File: config.mk
export PLATFORM = sky130hd
export DESIGN_NAME = inst_fetch_unit
export DESIGN_NICKNAME = d
export VERILOG_FILES = /design/src/rtl/fetch_pkg.sv /design/src/rtl/inst_fetch_unit.sv
export SDC_FILE = /design/constraint.sdc
export NUM_CORES = 1
export LEC_CHECK = 0
export ABC_CLOCK_PERIOD_IN_PS = 3300
export BUFFER_PORTS_ARGS = -buffer_cell sky130_fd_sc_hd__buf_2
export CAP_MARGIN = 40
export CORE_MARGIN = 8
export CORE_UTILIZATION = 45
export DETAILED_ROUTE_END_ITERATION = 8
export MAX_ROUTING_LAYER = met4
export PLACE_DENSITY = 0.71
export RECOVER_POWER = 100
export REMOVE_ABC_BUFFERS = 1
export SLEW_MARGIN = 5
export SYNTH_ARGS = -nofsm -noshare
export SYNTH_HDL_FRONTEND = slang
export SYNTH_SLANG_ARGS = --single-unit
File: constraint.sdc
create_clock -name clk -period 3.3 [get_ports clk]
set_clock_uncertainty 0.15 [all_clocks]
set_input_delay 0.165 -clock clk [delete_from_list [all_inputs] [get_ports clk]]
set_output_delay 0.165 -clock clk [all_outputs]
set_load 0.005 [all_outputs]
File: src/rtl/fetch_pkg.sv
// Shared constants and types for the instruction fetch unit.
package fetch_pkg;

    localparam logic [31:0] INST_NOP    = 32'h00000013;
    localparam logic [31:0] INST_EBREAK = 32'h00100073;

    typedef enum logic {
        RUN  = 1'b0,
        HALT = 1'b1
    } fetch_state_t;

    localparam int ERR_MISALIGN = 0;
    localparam int ERR_RANGE    = 1;

endpackage

File: src/rtl/inst_fetch_unit.sv
// Instruction fetch: owns the PC, reads the combinational ROM and hands
// (instruction, PC) pairs to decode over a valid/ready handshake.
module inst_fetch_unit
    import fetch_pkg::*;
#(
    parameter int          ADDR_W    = 8,
    parameter int          LAST_WORD = 128,
    parameter logic [31:0] RESET_PC  = 32'h00000000
) (
    input  logic              clk,
    input  logic              rst,
    output logic [ADDR_W-1:0] imem_addr,
    input  logic [31:0]       imem_data,
    input  logic              redirect_valid,
    input  logic [31:0]       redirect_target,
    input  logic              inst_ready,
    output logic              inst_valid,
    output logic [31:0]       inst_out,
    output logic [31:0]       pc_out,
    output logic              halted,
    output logic [1:0]        fetch_err
);

    localparam logic [29:0] LAST_WORD_IDX = 30'(LAST_WORD);

    fetch_state_t state, state_nxt;
    logic [31:0]  pc_p0, pc_p0_nxt;
    logic         vld_p1_nxt;
    logic [31:0]  inst_p1_nxt;
    logic [31:0]  pc_p1_nxt;
    logic [1:0]   err_nxt;
    logic         load;

    assign imem_addr = pc_p0[ADDR_W+1:2];
    assign halted    = (state == HALT);

    always_comb begin
        state_nxt   = state;
        pc_p0_nxt   = pc_p0;
        vld_p1_nxt  = inst_valid;
        inst_p1_nxt = inst_out;
        pc_p1_nxt   = pc_out;
        err_nxt     = fetch_err;
        load        = (state == RUN) && (!inst_valid || inst_ready);

        if (state == RUN) begin
            // A redirect flushes the output word and wins over any load.
            if (redirect_valid) begin
                vld_p1_nxt = 1'b0;
                if (redirect_target[1:0] != 2'b00) begin
                    err_nxt[ERR_MISALIGN] = 1'b1;
                    state_nxt             = HALT;
                end else begin
                    pc_p0_nxt = redirect_target;
                end
            end else if (load) begin
                if (pc_p0[31:2] > LAST_WORD_IDX) begin
                    err_nxt[ERR_RANGE] = 1'b1;
                    vld_p1_nxt         = 1'b0;
                    state_nxt          = HALT;
                end else begin
                    inst_p1_nxt = imem_data;
                    pc_p1_nxt   = pc_p0;
                    vld_p1_nxt  = 1'b1;
                    pc_p0_nxt   = pc_p0 + 32'd4;
                    if (imem_data == INST_EBREAK) begin
                        state_nxt = HALT;
                    end
                end
            end
        end else if (inst_valid && inst_ready) begin
            // Halted: drain a held word (e.g. the ebreak) but load nothing.
            vld_p1_nxt = 1'b0;
        end
    end

    // Stage p0 (PC) -> p1 (output register)
    always_ff @(posedge clk or posedge rst) begin
        if (rst) begin
            state      <= RUN;
            pc_p0      <= RESET_PC;
            inst_valid <= 1'b0;
            inst_out   <= INST_NOP;
            pc_out     <= 32'h0;
            fetch_err  <= 2'b00;
        end else begin
            state      <= state_nxt;
            pc_p0      <= pc_p0_nxt;
            inst_valid <= vld_p1_nxt;
            inst_out   <= inst_p1_nxt;
            pc_out     <= pc_p1_nxt;
            fetch_err  <= err_nxt;
        end
    end

endmodule

==> Word-level counts from Yosys, hierarchy flattened <==
Index checks and enable logic that the tools add are counted.
{ "op_classes": {"add_sub_neg": 1, "n_lt_le_gt_ge": 1, "n_eq_ne": 4, "muxes": 15, "n_bitwise": 3, "n_reduce_logical": 12} }
{ "ops": {"columns": ["op", "n"], "rows": [
  ["2-to-1 mux 32 bit", 4],
  ["adder 32 x 3 -> 32 bit (second input constant)", 1],
  ["equality test 32 x 21 -> 1 bit (second input constant)", 1],
  ["greater-than comparator 30 x 8 -> 1 bit (second input constant)", 1],
  ["AND reduction 4 bit", 3],
  ["2-to-1 mux 1 bit", 11],
  ["inequality test 2 bit (second input constant)", 2],
  ["nonzero test 2 bit", 2],
  ["inverter 1 bit", 3],
  ["AND reduction 3 bit", 1],
  ["nonzero test 3 bit", 1],
  ["logical AND 1 bit", 2],
  ["inequality test 2 x 1 -> 1 bit (second input constant)", 1],
  ["AND reduction 2 bit", 1],
  ["logical NOT 1 bit", 1],
  ["logical OR 1 bit", 1]
]} }
{ "word_totals": {"reg_bits": 100, "out_inout_bits": 76, "word_cells": 43} }

==> Depth between registers and ports, before layout <==
{ "logic_depth": {"ltp_word": 6, "mapped_depth": 8} }

==> Worst setup path before layout <==
No wires, ideal clock.
{ "synth_path": {"path_type": "register to register", "start": "reg pc_p0[7]", "end": "reg inst_out[10]", "t_arrival_ps": 1991, "t_required_ps": 3025, "setup_slack_ps": 1033, "path_stages_with_launch": 8, "path_buffers": 3, "synth_period_minus_slack_ps": 2267, "path_cell_list": "dfrtp_1 buf_2 nor4_1 a31oi_1 or4_1 buf_2 buf_6 mux2_4"} }
{ "synth_via": {"elab_chain_cells": 3} }
{ "synth_lines": {"columns": ["element", "line_no", "text"], "rows": [
  ["start: declaration", "inst_fetch_unit.sv:27", "logic [31:0] pc_p0, pc_p0_nxt;"],
  ["start signal: assignment", "inst_fetch_unit.sv:88", "pc_p0 <= pc_p0_nxt;"],
  ["greater-than comparator 30 x 8 -> 1 bit", "inst_fetch_unit.sv:57", "if (pc_p0[31:2] > LAST_WORD_IDX) begin"],
  ["inverter 1 bit (no source line)", null, null],
  ["AND reduction 4 bit (no source line)", null, null],
  ["end signal: assignment", "inst_fetch_unit.sv:90", "inst_out <= inst_p1_nxt;"],
  ["end: declaration", "inst_fetch_unit.sv:18", "output logic [31:0] inst_out,"]
]} }
No other way between the ends.
A chain may end at the register's enable or synchronous reset.

==> Worst setup path after layout <==
{ "layout_path": {"start": "reg pc_p0[28]", "end": "reg pc_p0[2]"} }
{ "layout_via": {"elab_chain_cells": 3} }
{ "layout_lines": {"columns": ["element", "line_no"], "rows": [
  ["greater-than comparator 30 x 8 -> 1 bit", "inst_fetch_unit.sv:57"],
  ["inequality test 2 bit (no source line)", null],
  ["AND reduction 4 bit (no source line)", null]
]} }
No other way between the ends.

==> run_results.csv <==
group,metric,value,unit
clock_network,clk_pin_slew,90,ps
finish,drive_gt1_share,19.8,%
worst_setup_path,critPathMaxFanout,45,
clock_network,numCtsBuffers,9,
timing,setup_slack,539,ps
detailed_routing,vias,3772,
flow_run,cap_violations,1,
worst_setup_path,critical_path_buf_inv_count,1,
synthesis,synth-seq-cells,100,
detailed_routing,routed_wl,13000,microns
die,initial_core_util,46.4,%
worst_setup_path,crit_family,"simple AND/OR/NAND/NOR gates",
timing,rsz0062_at_grt,"false",
finish,multi_input_area,1660,sq um
worst_setup_path,startpoint_type,"flop",
hold_path,hold_end,"pc_p0[4]$_DFFE_PP0P_",
worst_setup_path,critPathRequiredTime,3390,ps
die,die_h,116,microns
timing,hold_viol,0,
placed_design,io_buffer_count,143,
die,dieArea,13500,sq um
worst_setup_path,crit_start,"pc_p0[28]$_DFFE_PP0P_",
synthesis,synth_area_per_cell,11.8,sq um
synthesis,synth-main-ff-cell,"dfrtp_1",
outcome,run_status,"finished, violations left",
worst_setup_path,crit_slowest_cell,"or4_4",
synthesis,syn-instance-count,383,
timing,relSlewSlack,-28.8,%
global_route,overflow,0,
synthesis,synth_edf_count,0,
timing,worst_pin_slew,1930,ps
power_and_ir_drop,peakVddDrop,0.000257,V
global_route,track_usage,20.2,%
synthesis,synth_area_leader_cell,"dfrtp_1",
placed_design,dp_hpwl,8950,microns
worst_setup_path,r2r-start,"pc_p0[28]$_DFFE_PP0P_",
finish,fin_util,59.5,%
clock_network,ctsResizeCount,0,
global_route,grt_pass1_wl,20600,microns
timing,setup_violations,0,
detailed_routing,drc,0,
timing,clock.fmax,0.362,GHz
synthesis,synth_sequential_area_ratio,55.3,%
worst_setup_path,critPathArrivalTime,2850,ps
die,rows,36,
die,core,9770,sq um
clock_network,clk_path_buf_depth,2,
synthesis,synth_area,4540,sq um
die,ioPinCount,144,
placed_design,dp_slack,548,ps
worst_setup_path,cp_slowest_stage_delay,810,ps
detailed_routing,via_per_inst,5.31,
clock_network,holdBufCountCts,53,
finish,final_nets,641,
synthesis,yosys_warnings,0,
synthesis,async_flop_share,100,%
finish,area_growth,28.3,%
global_route,first_global_vias,3972,
outcome,violations,"max-capacitance violations, max-slew violations",
worst_setup_path,critical_path_class,"flop to flop",
detailed_routing,first_pass_iters,5,
finish,nFillCells,846,
timing,period_needed,2760,ps
clock_network,clock-sinks,100,
finish,ff_latch_area,2510,sq um
power_and_ir_drop,power_density,395,nW/um^2
worst_setup_path,rrSetupSlack,540,ps
synthesis,synth_area_leaders,"dfrtp_1 (54%), mux2_4 (13%), and2_1 (3.3%)",
timing,report.final.slew_viol_count,54,
worst_setup_path,worstRegToRegCells,6,
clock_network,clk_latency,370,ps
die,die_w,116,microns
detailed_routing,drt_iter0_drc,333,
global_route,grt_start_max_net_pins,54,
hold_path,hold_depth,3,
worst_setup_path,worst_r2r_endpoint,"pc_p0[2]$_DFFE_PP0P_",
synthesis,yosys.area.top_type_share,53.5,%
hold_path,holdCritPathClass,"primary input to flop",
synthesis,synthDistinctLibCells,45,
clock_network,cts_tree,"done",
placed_design,place.gp.congestion,0.868,
timing,post-route-period-util,83.7,%
clock_network,cts.htree.levels,3,
hold_path,hp-start,"redirect_target[4]",
clock_network,postCtsSetupBuffers,0,
clock_network,root_buffer,"clkbuf_8",
power_and_ir_drop,power.leakage,2.75,nW
detailed_routing,ant_nets,0,
global_route,antenna_found_initial,0,
detailed_routing,routedWlPerCell,18.3,microns
worst_setup_path,cp-end-kind,"flop",
worst_setup_path,crit_chain,"nor4_1 -> nand4_1 -> or4_4 -> buf_12 -> a221oi_1 -> a21oi_1",
==> cells by family (layout without fill, tap and decap cells) <==
group | Yosys count | count (layout) | synth area share [%]
and+or+nand+nor | 142 | 142 | 16.2
DFF | 100 | 100 | 55.3
AOI/OAI and AO/OA | 55 | 55 | 8.86
muxes | 45 | 45 | 14.3
buffers and inverters | 39 | 232 | 4.77
adders and majority gates | 2 | 2 | 0.552
other | 0 | 1 | 0
==> sequential cells by signal, indices dropped and copies added (netlist names) <==
| name | flops |
|---|---|
| fetch_err | 2 |
| halted | 1 |
| inst_out | 32 |
| inst_valid | 1 |
| pc_out | 32 |
| pc_p0 | 32 |
==> tightest hold or removal path, cell delays in order <==
cell and delay [ps]:
buf_2 100, o21ai_0 140, a22oi_1 80
==> where the power goes <==
part           switching, W  internal, W  total [W]  leakage, nW
clock network      0.000427     0.000349   0.000776       0.0845
registers         0.0000348      0.00126    0.00130         1.29
logic              0.000110     0.000119   0.000229         1.38
==> layer usage <==
layer / routed length [microns] / track usage (%) / up-vias
li1: - / - / 1743
met2: 6040 / 31.6 / 190
met5: 0 / - / -
met3: 1150 / 3.62 / 24
met4: 291 / 8.82 / 0
met1: 5490 / 25.2 / 1815
==> area by class of cell <==
class / count / share of cell area [%]
Sequential cell: 100 / 43.1
Clock inverter: 6 / 1.12
Antenna cell: 1 / 0.0430
Inverter: 13 / 0.839
Timing Repair Buffer: 203 / 21.3
Clock buffer: 10 / 2.19
Multi-Input combinational cell: 244 / 28.6
Tap cell: 133 / 2.86
==> metrics by stage <==
| stage | power [W] | instance area, sq um | TNS (ps) | std cells | hold slack [ps] |
|---|---|---|---|---|---|
| 6_report | 0.00230 | 5820 | 0 | 710 | 8.54 |
| 5_1_grt | 0.00241 | 5820 | 0 | 709 | 4.48 |
| 4_1_cts | 0.00234 | 6060 | 0 | 709 | 3.58 |
| 3_5_place_dp | 0.00152 | 5330 | 0 | 640 | 154 |
| 3_3_place_gp | 0.00151 | 5300 | 0 | 638 | 149 |
| 2_1_floorplan | 0.00140 | 4370 | -6740 | 357 | 133 |
==> cells in the mapped netlist, drive strengths merged (2+ instances only) <==
library cell  number
nor2b              4
ha                 2
o221ai             3
o21bai             2
and2              24
buf               17
nor4b              4
nor4              12
a41oi              3
o22ai              4
a221o              4
a21oi             10
mux2              42
inv               13
o211ai             2
nand2b             5
a221oi             3
a22oi              4
dfstp              3
nand2             26
a21o               2
a31oi              5
mux2i              3
dfrtp             97
o21ai              6
o22a               3
nand3             18
nor2              27
nand4b             2
nor3              10
clkbuf             9
nand4              7
==> worst max path at each step <==
stage	endpoint	slack [ps]	cells after the start
global route	pc_out[6]$_DFFE_PP0P_	240	4
global placement	pc_p0[14]$_DFFE_PP0P_	470	6
finish	pc_p0[2]$_DFFE_PP0P_	540	6
CTS	pc_p0[4]$_DFFE_PP0P_	530	6
detailed placement	pc_p0[4]$_DFFE_PP0P_	550	6
floorplan	pc_p0[4]$_DFFE_PP0P_	-330	6
==> layout by cell type (no fill, tap or decap), types with 3 or more instances in the layout <==
cell	count
nor3_1	10
nor4_1	12
nor2b_1	4
nand3_1	18
nand4_1	7
clkinvlp_4	4
dfstp_2	3
inv_1	13
o22ai_1	4
a31oi_1	5
a221o_1	4
a221oi_1	3
nor2_1	27
clkbuf_8	9
a21oi_1	9
dlygate4sd3_1	53
and2_0	7
mux2i_1	3
dfrtp_1	97
nand2_1	26
nor4b_1	4
buf_2	86
clkbuf_1	60
o221ai_1	3
a41oi_1	3
mux2_1	39
mux2_2	3
o21ai_0	6
o22a_1	3
a22oi_1	4
nand2b_1	5
and2_1	17
(Power assumes the default switching activity.)
